**src/rtl/lift_car_controller.sv**
```systemverilog
// lift_car_controller
// Per-car responder of the lift dispatch interface. Latches calls addressed
// to this car as pending stops and serves them floor by floor under a SCAN
// policy: keep going the current way while calls remain ahead, then reverse.
module lift_car_controller #(
  parameter int LIFT_ID     = 1,
  parameter int NUM_FLOORS  = 10,
  parameter int HOME_FLOOR  = 1,
  parameter int FLOOR_TICKS = 4,
  parameter int DOOR_TICKS  = 3
) (
  input  logic                  clk,
  input  logic                  reset,
  input  logic                  req_valid,
  input  logic [3:0]            req_floor,
  input  logic [2:0]            req_lift,
  output logic                  req_ready,
  output logic [3:0]            cur_floor,
  output logic [1:0]            dir,
  output logic                  door_open,
  output logic                  arrived,
  output logic [3:0]            arrived_floor,
  output logic                  bad_req,
  output logic [NUM_FLOORS-1:0] pending
);

  typedef enum logic [1:0] {IDLE, MOVE_UP, MOVE_DOWN, DOOR_OPEN} state_t;

  localparam logic [1:0] DIR_IDLE = 2'b00;
  localparam logic [1:0] DIR_UP   = 2'b01;
  localparam logic [1:0] DIR_DOWN = 2'b10;

  localparam int TICK_MAX = (FLOOR_TICKS > DOOR_TICKS) ? FLOOR_TICKS : DOOR_TICKS;
  localparam int TW       = (TICK_MAX > 1) ? $clog2(TICK_MAX) : 1;

  localparam logic [TW-1:0] FLOOR_LAST = TW'(FLOOR_TICKS - 1);
  localparam logic [TW-1:0] DOOR_LAST  = TW'(DOOR_TICKS - 1);
  localparam logic [3:0]    HOME       = 4'(HOME_FLOOR);
  localparam logic [3:0]    TOP        = 4'(NUM_FLOORS);
  localparam logic [2:0]    MY_ID      = 3'(LIFT_ID);

  // One-hot stop vector for floor f (bit f-1).
  function automatic logic [NUM_FLOORS-1:0] floor_mask(input logic [3:0] f);
    logic [NUM_FLOORS-1:0] m;
    m = '0;
    for (int i = 0; i < NUM_FLOORS; i++) m[i] = (f == 4'(i + 1));
    return m;
  endfunction

  // Stops strictly above floor f.
  function automatic logic [NUM_FLOORS-1:0] above_mask(input logic [3:0] f);
    logic [NUM_FLOORS-1:0] m;
    m = '0;
    for (int i = 0; i < NUM_FLOORS; i++) m[i] = (4'(i + 1) > f);
    return m;
  endfunction

  // Stops strictly below floor f.
  function automatic logic [NUM_FLOORS-1:0] below_mask(input logic [3:0] f);
    logic [NUM_FLOORS-1:0] m;
    m = '0;
    for (int i = 0; i < NUM_FLOORS; i++) m[i] = (4'(i + 1) < f);
    return m;
  endfunction

  state_t                r_state;
  logic [TW-1:0]         r_tick;
  logic [3:0]            r_cur_floor;
  logic [1:0]            r_dir;
  logic                  r_door;
  logic                  r_arrived;
  logic [3:0]            r_arrived_floor;
  logic                  r_bad_req;
  logic [NUM_FLOORS-1:0] r_pending;
  logic                  r_last_up;

  logic                  w_accept;
  logic                  w_in_range;
  logic                  w_dwell_hit;
  logic [NUM_FLOORS-1:0] w_set;
  logic [NUM_FLOORS-1:0] w_pend_set;
  logic                  w_here;
  logic                  w_any_above;
  logic                  w_any_below;
  logic [3:0]            w_step_floor;
  logic                  w_step_hit;
  logic                  w_step_more;
  logic                  w_at_limit;

  assign req_ready = ~reset;

  // Call decode and the look-ahead used by the SCAN decisions.
  always_comb begin
    // NOTE: every signal gets a default before any branch so no latch is inferred.
    w_accept     = req_valid && req_ready && (req_lift == MY_ID);
    w_in_range   = (req_floor != 4'd0) && (req_floor <= TOP);
    // A repeat call for the floor being served only extends the dwell.
    w_dwell_hit  = w_accept && w_in_range && (r_state == DOOR_OPEN) &&
                   (req_floor == r_cur_floor);
    w_set        = (w_accept && w_in_range && !w_dwell_hit) ? floor_mask(req_floor) : '0;
    w_pend_set   = r_pending | w_set;
    w_here       = |(r_pending & floor_mask(r_cur_floor));
    w_any_above  = |(r_pending & above_mask(r_cur_floor));
    w_any_below  = |(r_pending & below_mask(r_cur_floor));
    w_step_floor = (r_state == MOVE_UP) ? r_cur_floor + 4'd1 : r_cur_floor - 4'd1;
    // Stop decisions use the registered stops: a call landing on the very
    // edge the car reaches that floor is not served by this pass.
    w_step_hit   = |(r_pending & floor_mask(w_step_floor));
    w_step_more  = (r_state == MOVE_UP) ? |(w_pend_set & above_mask(w_step_floor))
                                        : |(w_pend_set & below_mask(w_step_floor));
    w_at_limit   = ((r_state == MOVE_UP)   && (r_cur_floor >= TOP)) ||
                   ((r_state == MOVE_DOWN) && (r_cur_floor <= 4'd1));
  end

  // Car FSM: state, position, stop bookkeeping and all registered outputs.
  always_ff @(posedge clk) begin
    // NOTE: non-blocking assignments so every register samples pre-edge values.
    if (reset) begin
      r_state         <= IDLE;
      r_tick          <= '0;
      r_cur_floor     <= HOME;
      r_dir           <= DIR_IDLE;
      r_door          <= 1'b0;
      r_arrived       <= 1'b0;
      r_arrived_floor <= HOME;
      r_bad_req       <= 1'b0;
      r_pending       <= '0;
      r_last_up       <= 1'b1;
    end else begin
      r_arrived <= 1'b0;
      r_bad_req <= w_accept && !w_in_range;
      r_pending <= w_pend_set;
      case (r_state)
        IDLE: begin
          r_tick <= '0;
          if (w_here) begin
            r_state         <= DOOR_OPEN;
            r_door          <= 1'b1;
            r_dir           <= DIR_IDLE;
            r_pending       <= w_pend_set & ~floor_mask(r_cur_floor);
            r_arrived       <= 1'b1;
            r_arrived_floor <= r_cur_floor;
          end else if (w_any_above && (!w_any_below || r_last_up)) begin
            r_state   <= MOVE_UP;
            r_dir     <= DIR_UP;
            r_last_up <= 1'b1;
          end else if (w_any_below) begin
            r_state   <= MOVE_DOWN;
            r_dir     <= DIR_DOWN;
            r_last_up <= 1'b0;
          end
        end
        MOVE_UP, MOVE_DOWN: begin
          if (w_at_limit) begin
            r_state <= IDLE;
            r_dir   <= DIR_IDLE;
            r_tick  <= '0;
          end else if (r_tick == FLOOR_LAST) begin
            r_tick      <= '0;
            r_cur_floor <= w_step_floor;
            if (w_step_hit) begin
              r_state         <= DOOR_OPEN;
              r_door          <= 1'b1;
              r_dir           <= DIR_IDLE;
              r_pending       <= w_pend_set & ~floor_mask(w_step_floor);
              r_arrived       <= 1'b1;
              r_arrived_floor <= w_step_floor;
            end else if (!w_step_more) begin
              r_state <= IDLE;
              r_dir   <= DIR_IDLE;
            end
          end else begin
            r_tick <= r_tick + 1'b1;
          end
        end
        DOOR_OPEN: begin
          if (w_dwell_hit) begin
            r_tick <= '0;
          end else if (r_tick == DOOR_LAST) begin
            r_state <= IDLE;
            r_door  <= 1'b0;
            r_tick  <= '0;
          end else begin
            r_tick <= r_tick + 1'b1;
          end
        end
        default: begin
          r_state <= IDLE;
          r_dir   <= DIR_IDLE;
          r_door  <= 1'b0;
          r_tick  <= '0;
        end
      endcase
    end
  end

  assign cur_floor     = r_cur_floor;
  assign dir           = r_dir;
  assign door_open     = r_door;
  assign arrived       = r_arrived;
  assign arrived_floor = r_arrived_floor;
  assign bad_req       = r_bad_req;
  assign pending       = r_pending;

endmodule
```
**config.mk**
```make
export PLATFORM = sky130hd
export DESIGN_NAME = lift_car_controller
export DESIGN_NICKNAME = d
export VERILOG_FILES = /design/src/rtl/lift_car_controller.sv
export SDC_FILE = /design/constraint.sdc
export NUM_CORES = 1
export LEC_CHECK = 0
export BUFFER_PORTS_ARGS = -buffer_cell sky130_fd_sc_hd__buf_2
export CAP_MARGIN = 25
export CORE_ASPECT_RATIO = 0.9
export CORE_MARGIN = 3
export CORE_UTILIZATION = 59
export CTS_CLUSTER_SIZE = 16
export DETAILED_ROUTE_END_ITERATION = 16
export PLACE_DENSITY_LB_ADDON = 0.05
export SYNTH_ARGS = -nofsm -noshare
export SYNTH_HDL_FRONTEND = slang
export SYNTH_SLANG_ARGS = --single-unit
export TNS_END_PERCENT = 30
```
**constraint.sdc**
```tcl
create_clock -name clk -period 4.45 [get_ports clk]
set_input_delay 1.1125 -clock clk [delete_from_list [all_inputs] [get_ports clk]]
set_output_delay 1.1125 -clock clk [all_outputs]
set_load 0.01 [all_outputs]
```
==> results.tsv <==
metric	value	unit
status	complete, no violations	
post-place-ws	0.743	ns
comb_power_share	0.502	
antennaDiodeCount	0	
layout_common_cells	nand2_1, buf_2, dfxtp_1	
async_reset_ff_frac	0	
core_area	4240	sq um
fin_crit_sh	0.817	
clk_pin_slew_worst_paths	0.10	ns
seq_area_frac_synth	0.209	
min-delay-start	dir[1]$_SDFFE_PP0P_	
synth_area_leaders	dfxtp_1, ha_1, nand2_1, o21ai_0, nor2_1	
syn_area	2680	sq um
die_h	70.0	microns
track_usage	0.302	
wirelength	8190	microns
swShare	0.434	
synth.top_cell.area_share	0.209	
start_util	0.633	
die-area	5390	sq um
cts.sinks	28	
crit_fanout	22	
stdcell_count	420	
p_seq_frac	0.295	
cts_root_buf	clkbuf_8	
finalSetupTns	0	ns
dr.pass1.iters	6	
min_path_cells	2	
finalPower	1030	uW
max_cap_viol_count	0	
worst-setup-path-type	flip-flop to flip-flop	
worstPathRequired	4.64	ns
final_common_cell	nand2_1	
routed_via_density	6.67	
dp_hpwl	6060	microns
final_hold_viol_count	0	
syn2layout_area_growth	9.19	%
grt-busiest-layer	met2	
startpoint_type	flip-flop	
switchingPower	446	uW
final_area	2930	sq um
grt_max_degree	25	
ant_nets	0	
use_met2	0.474	
first_global_vias	2486	
synth_cells	333	
nNetsFinal	384	
synth_nets	356	
endpoint_kind	flip-flop	
cts_max_path_buffers	2	
max_freq	275	MHz
relSlewSlack	0.362	
grt-ovfl-total	0	
slowest_delay	0.83	ns
antenna_found_initial	0	
worst_slack	0.816	ns
port_buffers	33	
gp_congestion	1.04	
rr_startpoint	cur_floor[0]$_SDFFE_PP1P_	
cts_resized	0	
met1_usage	0.424	
cts_inserted_buffers	3	
netlist-cell-type-count	73	
synth_enable_flop_cells	0	
clk_latency	0.28	ns
wl_per_cell	19.5	microns
reg2reg_slack	0.82	ns
clock_skew	0.00360	ns
cpMaxStageDelayCell	and3_1	
holdCritPathClass	flip-flop to flip-flop	
dr_total_vias	2801	
grtUsageMet3	0.0606	
drc	0	
h-tree-depth	1	
chipWidth	77.1	microns
cts_tree	built	
placed_cells	416	
grt_pass1_wl	13000	microns
rows	22	
crit_chain	buf_4 > ha_1 > mux2i_2 > xor2_1 > nand3_1 > mux2i_1 > a221oi_2 > o31ai_2 > and3_1 > nand3_1 > and3_1	
worstMarginPinSlew	0.957	ns
p_int	582	uW
p_clk_frac	0.203	
ys.flop_type	dfxtp_1	
crit_start	cur_floor[0]$_SDFFE_PP1P_	
holdBufCountCts	0	
rsz0062_at_grt	no	
drive_gt1_frac	0.219	
drtIter0Drc	389	
yosysTopAreaCell	dfxtp_1	
io_pins	34	
hold_end	dir[1]$_SDFFE_PP0P_	
setup_viol	0	
power.leakage	0.00111	uW
dpl-instance-area	2860	sq um
ys_warn_count	0	
timing.rr.end	pending[7]$_SDFF_PP0_	
cp.arrival	3.82	ns
vdd_ir_drop_max	0.348	mV
syn_avg_cell_area	8.06	sq um
synth_seq_cells	28	
min_period	3.63	ns
cts_setup_buffers	0	
finalMaxSlewViolations	0	
powerDensity	351	nW/um^2
rr_worst_depth	11	
==> registers in the layout, summed over array words and instances (netlist names) <==
| name | cells |
|---|---|
| arrived | 1 |
| arrived_floor | 4 |
| bad_req | 1 |
| cur_floor | 4 |
| dir | 2 |
| door_open | 1 |
| pending | 10 |
| r_last_up | 1 |
| r_state | 2 |
| r_tick | 2 |
==> worst max path at each step <==
stage                                   end  cells after the start  slack, ns
floorplan            door_open$_SDFFE_PP0P_                     15       1.18
global placement    r_state[0]$_SDFFE_PP0P_                     10       0.77
detailed placement  r_state[1]$_SDFFE_PP0P_                     10       0.74
CTS                   pending[7]$_SDFF_PP0_                     11       0.85
global route          pending[7]$_SDFF_PP0_                     11       0.49
finish                pending[7]$_SDFF_PP0_                     11       0.82
==> cell type report <==
cell class | count | area [sq um]
multi-input combinational | 270 | 1930
inverter | 16 | 60.1
timing repair buffer | 42 | 233
sequential | 28 | 561
clock inverter | 1 | 30.0
tap | 60 | 75.1
fill | 389 | 1310
clock buffer | 3 | 41.3
==> synthesized netlist by cell type, drive strengths merged, types with 9 or more instances <==
cell type / n
nor2: 27
nand2: 41
nor3: 10
mux2i: 9
a311oi: 11
ha: 13
a21oi: 15
xnor2: 9
buf: 13
o21ai: 26
inv: 15
nand3: 9
dfxtp: 28
a31oi: 9
==> cells by family after synthesis <==
logic type / after synthesis / synth area share
AND/OR/NAND/NOR: 125 / 0.237
buffers and inverters: 35 / 0.0718
adder cells (fa/ha/maj): 13 / 0.0606
flip-flops: 28 / 0.209
XOR/XNOR: 15 / 0.0574
AO/OA/AOI/OAI: 107 / 0.325
multiplexers: 10 / 0.0392
==> critical path, delay by kind of cell (launching register included) <==
family                   cells  cell delay [ns]
AO/OA/AOI/OAI                2             0.32
XOR/XNOR                     1             0.41
adder cells (fa/ha/maj)      1             0.35
buffers and inverters        1             0.22
flip-flops                   1             0.33
multiplexers                 2             0.59
AND/OR/NAND/NOR              4             1.33
==> power by group through the flow <==
stage	combinational, uW	clock (uW)	sequential (uW)
after global placement	504	0	307
after floorplan	408	0	318
after CTS	510	207	304
after global routing	566	218	307
after detailed placement	507	0	308
final	517	208	303
==> metal layers <==
metal  part of all wire  wire length (microns)  up-vias
met3               0.12                    947       23
met4              0.027                    221        0
met1               0.42                   3440     1292
met2               0.44                   3590      188
met5                  0                      0        -
li1                   -                      -     1298
==> stage by stage <==
stage           util  hold slack, ns
2_1_floorplan      -           0.479
5_1_grt        0.691           0.501
4_1_cts        0.691           0.463
3_5_place_dp   0.674           0.446
6_report       0.691           0.464
3_3_place_gp   0.674           0.441
Power figures use the tool's default switching activity.
